File: src/rtl/d16_bus_pkg.sv
// Shared types and constants for the 16-bit data bus blocks.
// Used by mem_arbiter and its mem_arb_pick helper.
package d16_bus_pkg;

    typedef enum logic [1:0] {
        ARB_IDLE   = 2'd0,
        ARB_ACCESS = 2'd1,
        ARB_RESP   = 2'd2
    } arb_state_t;

    localparam logic ARB_M_CORE   = 1'b0;
    localparam logic ARB_M_LOADER = 1'b1;

    // One-hot master vector for a master index
    function automatic logic [1:0] arb_onehot(input logic idx);
        logic [1:0] vec;
        if (idx == ARB_M_LOADER) begin
            vec = 2'b10;
        end else begin
            vec = 2'b01;
        end
        return vec;
    endfunction

endpackage

File: src/rtl/mem_arb_pick.sv
// Winner selection for the two-master memory arbiter.
// MEM_ARB_RR_EN selects round-robin on ties; otherwise the core always wins.
module mem_arb_pick
    import d16_bus_pkg::*;
(
    input  logic [1:0] req,
    input  logic       last,
    output logic       sel
);

`ifdef MEM_ARB_RR_EN
    // On a tie the master that did not win the previous grant goes next
    always_comb begin
        sel = ARB_M_CORE;
        case (req)
            2'b01:   sel = ARB_M_CORE;
            2'b10:   sel = ARB_M_LOADER;
            2'b11:   sel = ~last;
            default: sel = ARB_M_CORE;
        endcase
    end
`else
    logic unused_last_s;
    assign unused_last_s = last;

    // Fixed priority: the core wins every tie
    always_comb begin
        sel = ARB_M_CORE;
        case (req)
            2'b01:   sel = ARB_M_CORE;
            2'b10:   sel = ARB_M_LOADER;
            2'b11:   sel = ARB_M_CORE;
            default: sel = ARB_M_CORE;
        endcase
    end
`endif

endmodule

File: src/rtl/mem_arbiter.sv
// Two-master arbiter for the single data memory port, with a wait-timeout guard.
// Define MEM_ARB_RR_EN for round-robin tie breaking (default: fixed priority, core first).
module mem_arbiter
    import d16_bus_pkg::*;
#(
    parameter int DATA_W   = 16,
    parameter int ADDR_W   = 16,
    parameter int WAIT_MAX = 255
) (
    input  logic              clk,
    input  logic              rst_n,

    input  logic              m0_req,
    input  logic              m0_we,
    input  logic              m0_byte_en,
    input  logic              m0_byte_sel,
    input  logic [ADDR_W-1:0] m0_addr,
    input  logic [DATA_W-1:0] m0_wdata,
    output logic              m0_gnt,
    output logic              m0_done,
    output logic              m0_err,
    output logic [DATA_W-1:0] m0_rdata,

    input  logic              m1_req,
    input  logic              m1_we,
    input  logic              m1_byte_en,
    input  logic              m1_byte_sel,
    input  logic [ADDR_W-1:0] m1_addr,
    input  logic [DATA_W-1:0] m1_wdata,
    output logic              m1_gnt,
    output logic              m1_done,
    output logic              m1_err,
    output logic [DATA_W-1:0] m1_rdata,

    output logic              mem_en,
    output logic              mem_we,
    output logic              mem_byte_en,
    output logic              mem_byte_sel,
    output logic [ADDR_W-1:0] mem_addr,
    output logic [DATA_W-1:0] mem_wdata,
    input  logic [DATA_W-1:0] mem_rdata,
    input  logic              mem_wait
);

    localparam int              CNT_W    = $clog2(WAIT_MAX + 1);
    localparam logic [CNT_W-1:0] WAIT_LIM = CNT_W'(WAIT_MAX);

    arb_state_t        state_r, state_nxt_s;
    logic [1:0]        gnt_r, gnt_nxt_s;
    logic [1:0]        done_r, done_nxt_s;
    logic [1:0]        err_r, err_nxt_s;
    logic              err_flag_r, err_flag_nxt_s;
    logic              owner_r, owner_nxt_s;
    logic [CNT_W-1:0]  wait_cnt_r, wait_cnt_nxt_s;

    logic              mem_en_r, mem_en_nxt_s;
    logic              mem_we_r, mem_we_nxt_s;
    logic              mem_byte_en_r, mem_byte_en_nxt_s;
    logic              mem_byte_sel_r, mem_byte_sel_nxt_s;
    logic [ADDR_W-1:0] mem_addr_r, mem_addr_nxt_s;
    logic [DATA_W-1:0] mem_wdata_r, mem_wdata_nxt_s;
    logic [DATA_W-1:0] rdata0_r, rdata0_nxt_s;
    logic [DATA_W-1:0] rdata1_r, rdata1_nxt_s;

    logic [1:0]        req_s;
    logic              sel_s;
    logic              last_s;
    logic              cmd_we_s;
    logic              cmd_byte_en_s;
    logic              cmd_byte_sel_s;
    logic [ADDR_W-1:0] cmd_addr_s;
    logic [DATA_W-1:0] cmd_wdata_s;

    assign req_s = {m1_req, m0_req};

    mem_arb_pick u_pick (
        .req  (req_s),
        .last (last_s),
        .sel  (sel_s)
    );

`ifdef MEM_ARB_RR_EN
    logic last_r;

    // Most recent winner; reset value makes the core win the first tie
    always_ff @(posedge clk) begin
        if (!rst_n) begin
            last_r <= 1'b1;
        end else if ((state_r == ARB_IDLE) && (req_s != 2'b00)) begin
            last_r <= sel_s;
        end else begin
            last_r <= last_r;
        end
    end

    assign last_s = last_r;
`else
    assign last_s = 1'b1;
`endif

    // Command of the selected master, captured only at grant
    always_comb begin
        if (sel_s == ARB_M_LOADER) begin
            cmd_we_s       = m1_we;
            cmd_byte_en_s  = m1_byte_en;
            cmd_byte_sel_s = m1_byte_sel;
            cmd_addr_s     = m1_addr;
            cmd_wdata_s    = m1_wdata;
        end else begin
            cmd_we_s       = m0_we;
            cmd_byte_en_s  = m0_byte_en;
            cmd_byte_sel_s = m0_byte_sel;
            cmd_addr_s     = m0_addr;
            cmd_wdata_s    = m0_wdata;
        end
    end

    // Next-state and next-output logic; everything holds unless an event changes it
    always_comb begin
        state_nxt_s        = state_r;
        gnt_nxt_s          = gnt_r;
        done_nxt_s         = 2'b00;
        err_nxt_s          = 2'b00;
        err_flag_nxt_s     = err_flag_r;
        owner_nxt_s        = owner_r;
        wait_cnt_nxt_s     = wait_cnt_r;
        mem_en_nxt_s       = mem_en_r;
        mem_we_nxt_s       = mem_we_r;
        mem_byte_en_nxt_s  = mem_byte_en_r;
        mem_byte_sel_nxt_s = mem_byte_sel_r;
        mem_addr_nxt_s     = mem_addr_r;
        mem_wdata_nxt_s    = mem_wdata_r;
        rdata0_nxt_s       = rdata0_r;
        rdata1_nxt_s       = rdata1_r;

        case (state_r)
            ARB_IDLE: begin
                if (req_s != 2'b00) begin
                    owner_nxt_s        = sel_s;
                    gnt_nxt_s          = arb_onehot(sel_s);
                    mem_en_nxt_s       = 1'b1;
                    mem_we_nxt_s       = cmd_we_s;
                    mem_byte_en_nxt_s  = cmd_byte_en_s;
                    mem_byte_sel_nxt_s = cmd_byte_sel_s;
                    mem_addr_nxt_s     = cmd_addr_s;
                    mem_wdata_nxt_s    = cmd_wdata_s;
                    wait_cnt_nxt_s     = {CNT_W{1'b0}};
                    err_flag_nxt_s     = 1'b0;
                    state_nxt_s        = ARB_ACCESS;
                end else begin
                    state_nxt_s = ARB_IDLE;
                end
            end

            ARB_ACCESS: begin
                if (!mem_wait) begin
                    if (owner_r == ARB_M_LOADER) begin
                        rdata1_nxt_s = mem_rdata;
                    end else begin
                        rdata0_nxt_s = mem_rdata;
                    end
                    mem_en_nxt_s = 1'b0;
                    state_nxt_s  = ARB_RESP;
                end else if (wait_cnt_r == WAIT_LIM) begin
                    // Memory hung: abort and report an error completion
                    mem_en_nxt_s   = 1'b0;
                    err_flag_nxt_s = 1'b1;
                    state_nxt_s    = ARB_RESP;
                end else begin
                    wait_cnt_nxt_s = wait_cnt_r + CNT_W'(1);
                end
            end

            ARB_RESP: begin
                done_nxt_s     = arb_onehot(owner_r);
                if (err_flag_r) begin
                    err_nxt_s = arb_onehot(owner_r);
                end else begin
                    err_nxt_s = 2'b00;
                end
                gnt_nxt_s      = 2'b00;
                err_flag_nxt_s = 1'b0;
                state_nxt_s    = ARB_IDLE;
            end

            default: begin
                gnt_nxt_s    = 2'b00;
                mem_en_nxt_s = 1'b0;
                state_nxt_s  = ARB_IDLE;
            end
        endcase
    end

    // State and registered outputs; reset clears everything, dropping any access
    always_ff @(posedge clk) begin
        if (!rst_n) begin
            state_r        <= ARB_IDLE;
            gnt_r          <= 2'b00;
            done_r         <= 2'b00;
            err_r          <= 2'b00;
            err_flag_r     <= 1'b0;
            owner_r        <= ARB_M_CORE;
            wait_cnt_r     <= {CNT_W{1'b0}};
            mem_en_r       <= 1'b0;
            mem_we_r       <= 1'b0;
            mem_byte_en_r  <= 1'b0;
            mem_byte_sel_r <= 1'b0;
            mem_addr_r     <= {ADDR_W{1'b0}};
            mem_wdata_r    <= {DATA_W{1'b0}};
            rdata0_r       <= {DATA_W{1'b0}};
            rdata1_r       <= {DATA_W{1'b0}};
        end else begin
            state_r        <= state_nxt_s;
            gnt_r          <= gnt_nxt_s;
            done_r         <= done_nxt_s;
            err_r          <= err_nxt_s;
            err_flag_r     <= err_flag_nxt_s;
            owner_r        <= owner_nxt_s;
            wait_cnt_r     <= wait_cnt_nxt_s;
            mem_en_r       <= mem_en_nxt_s;
            mem_we_r       <= mem_we_nxt_s;
            mem_byte_en_r  <= mem_byte_en_nxt_s;
            mem_byte_sel_r <= mem_byte_sel_nxt_s;
            mem_addr_r     <= mem_addr_nxt_s;
            mem_wdata_r    <= mem_wdata_nxt_s;
            rdata0_r       <= rdata0_nxt_s;
            rdata1_r       <= rdata1_nxt_s;
        end
    end

    assign m0_gnt       = gnt_r[0];
    assign m1_gnt       = gnt_r[1];
    assign m0_done      = done_r[0];
    assign m1_done      = done_r[1];
    assign m0_err       = err_r[0];
    assign m1_err       = err_r[1];
    assign m0_rdata     = rdata0_r;
    assign m1_rdata     = rdata1_r;
    assign mem_en       = mem_en_r;
    assign mem_we       = mem_we_r;
    assign mem_byte_en  = mem_byte_en_r;
    assign mem_byte_sel = mem_byte_sel_r;
    assign mem_addr     = mem_addr_r;
    assign mem_wdata    = mem_wdata_r;

endmodule

File: config.mk
export PLATFORM = sky130hd
export DESIGN_NAME = mem_arbiter
export DESIGN_NICKNAME = d
export VERILOG_FILES = /design/src/rtl/d16_bus_pkg.sv /design/src/rtl/mem_arb_pick.sv /design/src/rtl/mem_arbiter.sv
export SDC_FILE = /design/constraint.sdc
export NUM_CORES = 1
export LEC_CHECK = 0
export CAP_MARGIN = 20
export CORE_MARGIN = 2
export CORE_UTILIZATION = 45
export DETAILED_ROUTE_END_ITERATION = 7
export DONT_BUFFER_PORTS = 1
export GPL_ROUTABILITY_DRIVEN = 1
export PLACE_DENSITY = 0.62
export SLEW_MARGIN = 0
export SYNTH_ARGS = -nofsm -noshare
export SYNTH_HDL_FRONTEND = slang
export SYNTH_SLANG_ARGS = --single-unit
File: constraint.sdc
create_clock -name clk -period 4.4 [get_ports clk]
set_input_delay 0.66 -clock clk [delete_from_list [all_inputs] [get_ports clk]]
set_output_delay 0.66 -clock clk [all_outputs]
set_load 0.03 [all_outputs]
Word level (Yosys, flattened, before mapping):

Index checks and enable logic that the tools add are counted.

* bits in registers: 86
* logic and storage cells: 68
* input bits: 91

* equal/unequal tests: 9
* bitwise gates (word level): 4
* muxes and demuxes: 26
* add/sub/neg operators: 1
* reductions and logical operators: 13

Operator list (number)
* two-way mux 16 bit: 2
* two-way mux 8 bit: 3
* case mux 8 bit (2 select lines): 1
* AND reduction 3 bit: 4
* two-way mux 1 bit: 11
* two-way mux 2 bit: 5
* adder 8 x 1 -> 8 bit, second input constant: 1
* == test 8 bit, second input constant: 1
* inequality test 2 bit, second input constant: 4
* case mux 2 bit (2 select lines): 2
* AND reduction 4 bit: 2
* case mux 1 bit (3 select lines): 2
* AND reduction 2 bit: 3
* == test 2 bit, second input constant: 2
* NOT 1 bit: 4
* nonzero test 2 bit: 2
* inequality test 3 bit, second input constant: 1
* nonzero test 3 bit: 1
* == test 2 x 1 -> 1 bit, second input constant: 1
* zero test 2 bit: 1

Logic depth before layout (Yosys ltp):

Gate-level depths: netlist (run 1).

* depth in word-level cells: 5
* depth in mapped cells: 7

Modules after synthesis:

From an unflattened synthesis (run 1), not the netlist that was laid out.

* cells, all modules: 388
* area, all modules: 3639.7 µm²

Modules (own cells, without submodules)
* mem_arbiter: area an instance 3626.0 µm², seq. area each 1721.7 µm², instances 1, cells each 387
* mem_arb_pick: area an instance 13.8 µm², seq. area each 0.0 µm², instances 1, cells each 1

Least setup slack after synthesis (run 1):

OpenSTA, ideal clock, no wires.

* path kind: input to register
* start point: in m1_req
* end point: reg mem_addr_r[10], in the netlist mem_addr[10]
* stages on the path: 6
* path buffers: 2
* setup time: 125 ps
* setup slack: 2778 ps
* arrival time: 1496 ps
* cell sequence: nor2b_1 -> buf_4 -> and2_4 -> buf_4 -> a222oi_1 -> nor2b_1

* longest elaborated chain between the ends: 3
* elaborated cells on any way between the ends: 5

RTL lines
* start, declared: line mem_arbiter.sv:24 `input logic m1_req,`
* == test 2 bit: line mem_arb_pick.sv:29 `case (req)`
* two-way mux 1 bit: line mem_arb_pick.sv:29
* two-way mux 16 bit: line mem_arbiter.sv:103 `if (sel_s == ARB_M_LOADER) begin`
* end signal, assigned: line mem_arbiter.sv:208 `mem_addr_r <= {ADDR_W{1'b0}};`
* end signal, assigned: line mem_arbiter.sv:224 `mem_addr_r <= mem_addr_nxt_s;`
* end, declared: line mem_arbiter.sv:60 `logic [ADDR_W-1:0] mem_addr_r, mem_addr_nxt_s;`

Several ways; a longest one is shown, not always the timed one.
A chain may end at the register's enable or synchronous reset.

Worst setup path after layout (run 1):

* start point: reg state_r[0]
* end point: reg rdata1_r[4], in the netlist m1_rdata[4]

* longest elaborated chain between the ends: 2

RTL lines
* start, declared: line mem_arbiter.sv:48 `arb_state_t state_r, state_nxt_s;`
* start signal, assigned: line mem_arbiter.sv:213 `state_r <= state_nxt_s;`
* == test 2 x 1 -> 1 bit: line mem_arbiter.sv:136 `case (state_r)`
* AND reduction 3 bit (no source line)
* end signal, assigned: line mem_arbiter.sv:211 `rdata1_r <= {DATA_W{1'b0}};`
* end signal, assigned: line mem_arbiter.sv:227 `rdata1_r <= rdata1_nxt_s;`
* end, declared: line mem_arbiter.sv:63 `logic [DATA_W-1:0] rdata1_r, rdata1_nxt_s;`

Every way passes these cells.

==> flow_summary.json, run 1 <==
{
  "outcome": "complete, no violations",
  "post_cts_buffers": 0,
  "fin_crit_sh_pct": 43.2,
  "place.gp.congestion": 0.762,
  "tightest_slew_ps": 908,
  "netlist_instances": 377,
  "drc": 0,
  "max-cap-violations": 0,
  "dieArea_um2": 8690,
  "drt-total-wl_um": 8130,
  "drt_first_iter_violations": 160,
  "tns_ps": 0,
  "grt_pass1_wl_um": 12400,
  "rsz0062_at_grt": "false",
  "synth_cell_types": 45,
  "ant_nets": 0,
  "synth_enable_flop_cells": 0,
  "cp-start-kind": "register",
  "ys_ff_latch": 86,
  "cp-end-kind": "register",
  "cts_made_buffers": 9,
  "async_reset_ff_share_pct": 0,
  "slew_headroom_pct": 39.2,
  "finalSetupViolCount": 0,
  "track_usage_pct": 18.0,
  "synth_common_cells": "dfxtp_1 (86), nand2_1 (85), a21boi_1 (32)",
  "cp_num_buf_inv": 0,
  "hold_violations": 0,
  "dieHeight_um": 93.2,
  "grt_overflow_total": 0,
  "ys.flop_type": "dfxtp_1",
  "syn_nets": 469,
  "row_count": 32,
  "ff2ff_path_depth": 4,
  "pwr-share-comb_pct": 8.6,
  "power.switching_mw": 0.484,
  "vias": 2714,
  "viasPerCell": 5.79,
  "cp_slowest_cell": "dfxtp_1",
  "max_stage_delay_ps": 690,
  "hp-class": "input port to register",
  "syn-cell-area_um2": 3580,
  "cp_max_fo": 16,
  "yosysSeqAreaShare_pct": 48.1,
  "port_buffers": 0,
  "core_um2": 7730,
  "clkPwrFrac_pct": 32.8,
  "fmax_mhz": 526,
  "grt_max_degree": 80,
  "drv_slew": 0,
  "worst_slack_ps": 2500,
  "whs_path_depth": 1,
  "grt_pass1_vias": 2584,
  "critical_path_required_ps": 4670,
  "dpl_worst_slack_ps": 2180,
  "dpl.cell_count": 453,
  "synthTopCellsByArea": "dfxtp_1 (48%), nand2_1 (8.9%), a21boi_1 (6.7%)",
  "nFillCells": 755,
  "root_buffer": "clkbuf_8",
  "ir_drop_mv": 0.235,
  "antenna_found_initial": 0,
  "cp_num_cells": 4,
  "io_pins": 165,
  "clock_skew_ps": 13.7,
  "fin_cells": 469,
  "crit_family": "simple AND/OR/NAND/NOR gates",
  "p_leak_nw": 1.40,
  "cp.arrival_ps": 2170,
  "postCtsHoldBufs": 0,
  "p_seq_share_pct": 58.6,
  "first_pass_iters": 5,
  "synth_top_area_cell": "dfxtp_1",
  "crit_chain": "nor3b_2, and2_1, nand2_1, a21boi_1",
  "synth_top_area_share_pct": 48.1,
  "wl_per_cell_um": 17.3,
  "cts_tree": "done",
  "yosysWarnings": 0,
  "synth_most_common_cell": "dfxtp_1",
  "hpwlAfterDp_um": 5630,
  "start_util_pct": 46.3,
  "path_clk_slew_ps": 90,
  "power-per-cell-area_nw_per_um2": 426,
  "hold_ws_ps": 398,
  "syn2layout_area_growth_pct": 4.93,
  "crit_type": "register to register",
  "postCtsResizedCells": 0,
  "cts.sinks": 86,
  "finish.net_count": 454,
  "clk_latency_ps": 350,
  "sw_frac_of_total_pct": 30.2,
  "htreeDepth": 3,
  "diodes": 0,
  "die_width_um": 93.2,
  "clockBufferDepth": 2,
  "layout_min_cycle_time_ps": 1900,
  "synth_area_per_cell_um2": 9.50,
  "drive_gt1_share_pct": 7.63,
  "p_int_mw": 1.12
}
==> logic make-up after synthesis <==
logic type | share of synthesized area (%)
simple gates | 20.1
compound gates | 21.9
flops | 48.1
buf+inv | 5.10
mux | 4.47
fa+ha+maj | 0.349
==> metrics by stage <==
| stage | cell area [um^2] | power (mW) | utilization (%) |
|---|---|---|---|
| 2_1_floorplan | 3580 | 1.08 | - |
| 3_5_place_dp | 3570 | 1.10 | 46.1 |
| 6_report | 3760 | 1.60 | 48.6 |
| 5_1_grt | 3760 | 1.68 | 48.6 |
| 3_3_place_gp | 3570 | 1.09 | 46.1 |
| 4_1_cts | 3760 | 1.62 | 48.6 |
==> worst reg2reg max path, stage by stage (launching register included) <==
cell      delay, ps
dfxtp_1         690
nor3b_2         320
and2_1          560
nand2_1         120
a21boi_1        140
==> flip-flops by register name, summed over array words and instances (netlist names), 8 cells and up <==
signal	flops
m0_rdata	16
m1_rdata	16
mem_addr	16
mem_wdata	16
wait_cnt_r	8
==> layer usage <==
metal  GRT usage [%]  vias up  share of wire (%)
met3            7.09       13                 11
li1                -     1316                  -
met2            29.6      135                 46
met4            7.60        0                1.9
met1            20.9     1250                 41
met5               0        -                  0
==> cells in the final DEF, fill, tap and decap left out, drive strengths merged, types with 2 or more instances in the layout <==
cell type,count
nor2b,24
and3,3
o211ai,3
nand2,85
mux2i,16
dfxtp,86
a21oi,8
o21a,2
nand3,6
clkinvlp,3
and2,4
inv,9
a21boi,32
nor3,6
o211a,15
nand2b,2
clkinv,2
nor3b,2
a222oi,21
o21ai,5
nor2,5
a31oi,3
clkbuf,10
or4,2
==> power groups by stage <==
| stage | clock (mW) | sequential [mW] | combinational, mW |
|---|---|---|---|
| finish | 0.526 | 0.938 | 0.138 |
| CTS | 0.542 | 0.939 | 0.140 |
| detailed placement | 0 | 0.957 | 0.140 |
| global route | 0.577 | 0.945 | 0.156 |
| global placement | 0 | 0.956 | 0.134 |
| floorplan | 0 | 0.942 | 0.137 |
==> final cells by class <==
| class | instances | area, um^2 | share of cell area [%] |
|---|---|---|---|
| Clock buffer | 10 | 138 | 3.66 |
| Clock inverter | 6 | 53.8 | 1.43 |
| Inverter | 8 | 30.0 | 0.799 |
| Multi-Input combinational cell | 256 | 1680 | 44.7 |
| Sequential cell | 86 | 1720 | 45.8 |
| Tap cell | 102 | 128 | 3.40 |
| Timing Repair Buffer | 1 | 7.51 | 0.200 |
==> final timing paths <==
| path | to | slack, ps | start |
|---|---|---|---|
| worst max register to register | m1_rdata[4] | 2500 | state_r[0] |
| worst max-delay path | m1_rdata[4] | 2500 | state_r[0] |
| worst min-delay path | state_r[1] | 400 | mem_wait |
| worst min register to register | err_r[0] | 480 | err_flag_r |
Power figures use the tool's default switching activity.
==> run 2, diff against run 1 <==
- clock period: 4.4 -> 1.9 ns (I/O delays scaled with it)
==> flow_summary.json, run 2 (same netlist as run 1, synthesis figures left out) <==
{
  "start_util_pct": 46.3,
  "vias": 2720,
  "fin_area_um2": 3820,
  "hp-class": "input port to register",
  "layout_min_cycle_time_ps": 1570,
  "track_usage_pct": 17.7,
  "wl_per_cell_um": 16.6,
  "postCtsHoldBufs": 0,
  "max-cap-violations": 0,
  "slew_headroom_pct": 51.7,
  "tightest_slew_ps": 725,
  "syn2layout_area_growth_pct": 6.64,
  "clk_latency_ps": 350,
  "reg2reg_slack_ps": 330,
  "io_pins": 165,
  "drv_slew": 0,
  "antenna_found_initial": 0,
  "drt-total-wl_um": 7910,
  "diodes": 0,
  "fin_crit_sh_pct": 82.8,
  "grt_pass1_vias": 2537,
  "finalSetupViolCount": 0,
  "grt_max_degree": 80,
  "whs_path_depth": 1,
  "power-per-cell-area_nw_per_um2": 985,
  "cts_made_buffers": 9,
  "ff2ff_path_depth": 4,
  "fin_cells": 476,
  "htreeDepth": 3,
  "place_area_um2": 3620,
  "tns_ps": 0,
  "dieArea_um2": 8690,
  "multi_input_comb_area_um2": 1680,
  "cp.arrival_ps": 1860,
  "path_clk_slew_ps": 90,
  "grt_pass1_wl_um": 12100,
  "drive_gt1_share_pct": 9.36,
  "clockBufferDepth": 2,
  "dieHeight_um": 93.2,
  "grt_overflow_total": 0,
  "critical_path_required_ps": 2180,
  "worstReg2RegStart": "state_r[0]",
  "cp-start-kind": "register",
  "dpl.cell_count": 460,
  "r2r_end": "mem_wdata[13]",
  "ir_drop_mv": 0.441,
  "cp_max_fo": 21,
  "first_pass_iters": 8,
  "ant_nets": 0,
  "hpwlAfterDp_um": 5610,
  "fmax_mhz": 635,
  "drc": 0,
  "nFillCells": 760,
  "core_um2": 7730,
  "hold_violations": 0,
  "drt_first_iter_violations": 195,
  "die_width_um": 93.2,
  "finish.net_count": 461,
  "p_leak_nw": 1.45,
  "mostFrequentLayoutCells": "nand2_1 (85), dfxtp_1 (85), a21boi_1 (32)",
  "cp-end-kind": "register",
  "seq_area_um2": 1720,
  "viasPerCell": 5.71,
  "clock_skew_ps": 10.6,
  "rsz0062_at_grt": "false",
  "place.gp.congestion": 0.750,
  "port_buffers": 0,
  "outcome": "complete, no violations",
  "worstHoldStart": "mem_wait",
  "crit_type": "register to register",
  "whs_endpoint": "state_r[1]",
  "root_buffer": "clkbuf_8",
  "cts_tree": "done",
  "row_count": 32,
  "cts.sinks": 86
}
==> run 2: per-stage QoR <==
stage          utilization [%]  power [mW]  hold WS [ps]  worst slack, ps
6_report                  49.4        3.76          32.3              326
5_1_grt                   49.4        3.95          11.6              117
3_5_place_dp              46.8        2.55           385              177
3_3_place_gp              46.8        2.54           403              214
4_1_cts                   49.4        3.82          15.6              171
2_1_floorplan                -        2.50           377              505
==> run 2: how the worst max path moves through the flow <==
stage	depth (start not counted)	endpoint	slack, ps	from
final	4	mem_wdata[13]	330	state_r[0]
after detailed placement	4	mem_addr[4]	180	state_r[0]
after CTS	4	m0_rdata[4]	170	state_r[0]
after global placement	4	m0_rdata[13]	210	state_r[0]
after global routing	4	mem_addr[14]	120	state_r[0]
after floorplan	5	wait_cnt_r[0]	510	wait_cnt_r[0]
==> run 2: power by group <==
group	internal [mW]	total (mW)	switching (mW)	leakage (nW)
logic	0.162	0.328	0.167	0.645
registers	1.90	2.17	0.267	0.703
clock network	0.619	1.26	0.645	0.0984
total	2.68	3.76	1.08	1.45
==> run 2: layer usage <==
metal / global-route usage [%] / wire (um) / vias to the layer above
li1: - / - / 1327
met1: 21.1 / 3300 / 1266
met2: 28.3 / 3720 / 121
met3: 6.93 / 798 / 6
met4: 7.35 / 93 / 0
met5: 0 / 0 / -
==> run 2: critical path: stages (launching register included) <==
cell and delay, ps:
dfxtp_2 410, nor2_4 130, and2_1 610, a222oi_1 190
nor2b_1 170
==> run 2: area by class of cell <==
cell class | count | share of cell area (%)
sequential | 86 | 45.1
multi-input combinational | 256 | 44.0
clock buffer | 10 | 3.34
tap | 102 | 3.34
clock inverter | 6 | 1.87
timing repair buffer | 8 | 1.57
inverter | 8 | 0.786
==> run 2: timing repair <==
item,CTS,global route
gates resized for setup,0,1
buffers inserted,0,0
endpoints found under the setup margin,0,5
==> run 3, diff against run 2 <==
- clock period: 1.9 -> 1.5 ns (I/O delays scaled with it)
==> flow_summary.json, run 3 (same netlist as run 1, synthesis figures left out) <==
{
  "hpwlAfterDp_um": 5710,
  "cts_tree": "done",
  "p_seq_share_pct": 55.7,
  "rsz0062_at_grt": "false",
  "violations": "DRC",
  "max_stage_delay_ps": 540,
  "hold_violations": 0,
  "viasPerCell": 5.70,
  "pwr-share-comb_pct": 11.1,
  "grt_max_degree": 59,
  "grt_pass1_vias": 2743,
  "dieHeight_um": 93.2,
  "port_buffers": 0,
  "clkPwrFrac_pct": 33.1,
  "cts_made_buffers": 9,
  "htreeDepth": 3,
  "start_util_pct": 46.3,
  "first_pass_iters": 8,
  "tns_ps": 0,
  "critical_path_required_ps": 1780,
  "ir_drop_mv": 0.760,
  "fmax_mhz": 696,
  "power-per-cell-area_nw_per_um2": 1180,
  "cp_max_fo": 10,
  "crit_family": "simple AND/OR/NAND/NOR gates",
  "antenna_found_initial": 1,
  "syn2layout_area_growth_pct": 16.7,
  "diodes": 0,
  "row_count": 32,
  "crit_chain": "or2b_4, o311ai_4, or4_1, o211ai_2",
  "root_buffer": "clkbuf_8",
  "die_width_um": 93.2,
  "ant_nets": 0,
  "hp-class": "input port to register",
  "drt-total-wl_um": 8850,
  "clockBufferDepth": 2,
  "drv_slew": 0,
  "dieArea_um2": 8690,
  "grt_overflow_total": 0,
  "p_int_mw": 3.51,
  "cp_num_buf_inv": 0,
  "io_pins": 165,
  "path_clk_slew_ps": 90,
  "wl_per_cell_um": 17.4,
  "clk_latency_ps": 350,
  "place.gp.congestion": 0.809,
  "cp_slowest_cell": "or4_1",
  "cp-start-kind": "register",
  "layout_commonest_cell": "nand2_1",
  "cp-end-kind": "register",
  "slew_headroom_pct": 47.4,
  "drc": 4,
  "finalSetupViolCount": 0,
  "post_cts_buffers": 0,
  "grt_pass1_wl_um": 13200,
  "clock_skew_ps": 10.3,
  "drt_first_iter_violations": 176,
  "final_util_pct": 54.1,
  "p_leak_nw": 1.62,
  "crit_type": "register to register",
  "cp.arrival_ps": 1720,
  "layout_min_cycle_time_ps": 1440,
  "outcome": "complete, but fails checks",
  "core_um2": 7730,
  "cts.sinks": 86,
  "fin_crit_sh_pct": 95.7,
  "p_total_mw": 4.92,
  "drive_gt1_share_pct": 12.3,
  "vias": 2908,
  "sw_frac_of_total_pct": 28.8,
  "track_usage_pct": 19.6,
  "power.switching_mw": 1.42,
  "tightest_slew_ps": 787,
  "mostFrequentLayoutCells": "nand2_1 (85), dfxtp_1 (84), a21boi_1 (32)",
  "max-cap-violations": 0,
  "finish.net_count": 496
}
run 3: cell types whose count changed in the layout (fill, tap and decap cells not counted), sizes merged:
cell and change:
inv -1, dlygate4sd3 +22, buf +13
run 3: worst paths after layout:
path | startpoint | to | slack [ps] | cells after the start
hold / removal | mem_rdata[12] | m0_rdata[12] | 20 | 2
setup reg to reg | state_r[0] | wait_cnt_r[4] | 60 | 4
setup / recovery | state_r[0] | wait_cnt_r[4] | 60 | 4
hold reg to reg | err_flag_r | err_r[1] | 490 | 2
run 3: layer usage:
layer | up-vias | global-route usage (%) | share of wire, %
li1 | 1393 | - | -
met1 | 1353 | 23.5 | 41
met2 | 152 | 32.0 | 47
met3 | 10 | 8.38 | 11
met4 | 0 | 5.64 | 1.4
met5 | - | 0 | 0
run 3: timing repair:
action / in CTS / in global routing
hold buffers: 19 / 3
endpoints found under the hold margin: 44 / 26
resized for setup: 1 / 3
endpoints found under the setup margin: 2 / 9
run 3: cell type report:
| type | instances | area [um^2] |
|---|---|---|
| fill | 689 | 3550 |
| sequential | 86 | 1730 |
| multi-input combinational | 256 | 1680 |
| timing repair buffer | 43 | 415 |
| clock buffer | 10 | 138 |
| tap | 102 | 128 |
| clock inverter | 5 | 60.1 |
| inverter | 8 | 30.0 |
run 3: power groups by stage:
| stage | sequential (mW) | clock [mW] | combinational [mW] |
|---|---|---|---|
| after floorplan | 2.76 | 0 | 0.402 |
| after global placement | 2.80 | 0 | 0.460 |
| after detailed placement | 2.80 | 0 | 0.474 |
| after CTS | 2.75 | 1.69 | 0.534 |
| after global routing | 2.76 | 1.79 | 0.608 |
| final | 2.75 | 1.63 | 0.547 |
run 3: per-stage QoR:
stage	hold WS [ps]	area [um^2]	cells	setup WS (ps)
CTS	1.61	4140	507	50.9
finish	15.6	4180	510	63.8
global placement	328	3750	473	-10.3
detailed placement	327	3750	473	-60.4
floorplan	317	3580	377	105
global route	0.912	4180	510	1.33
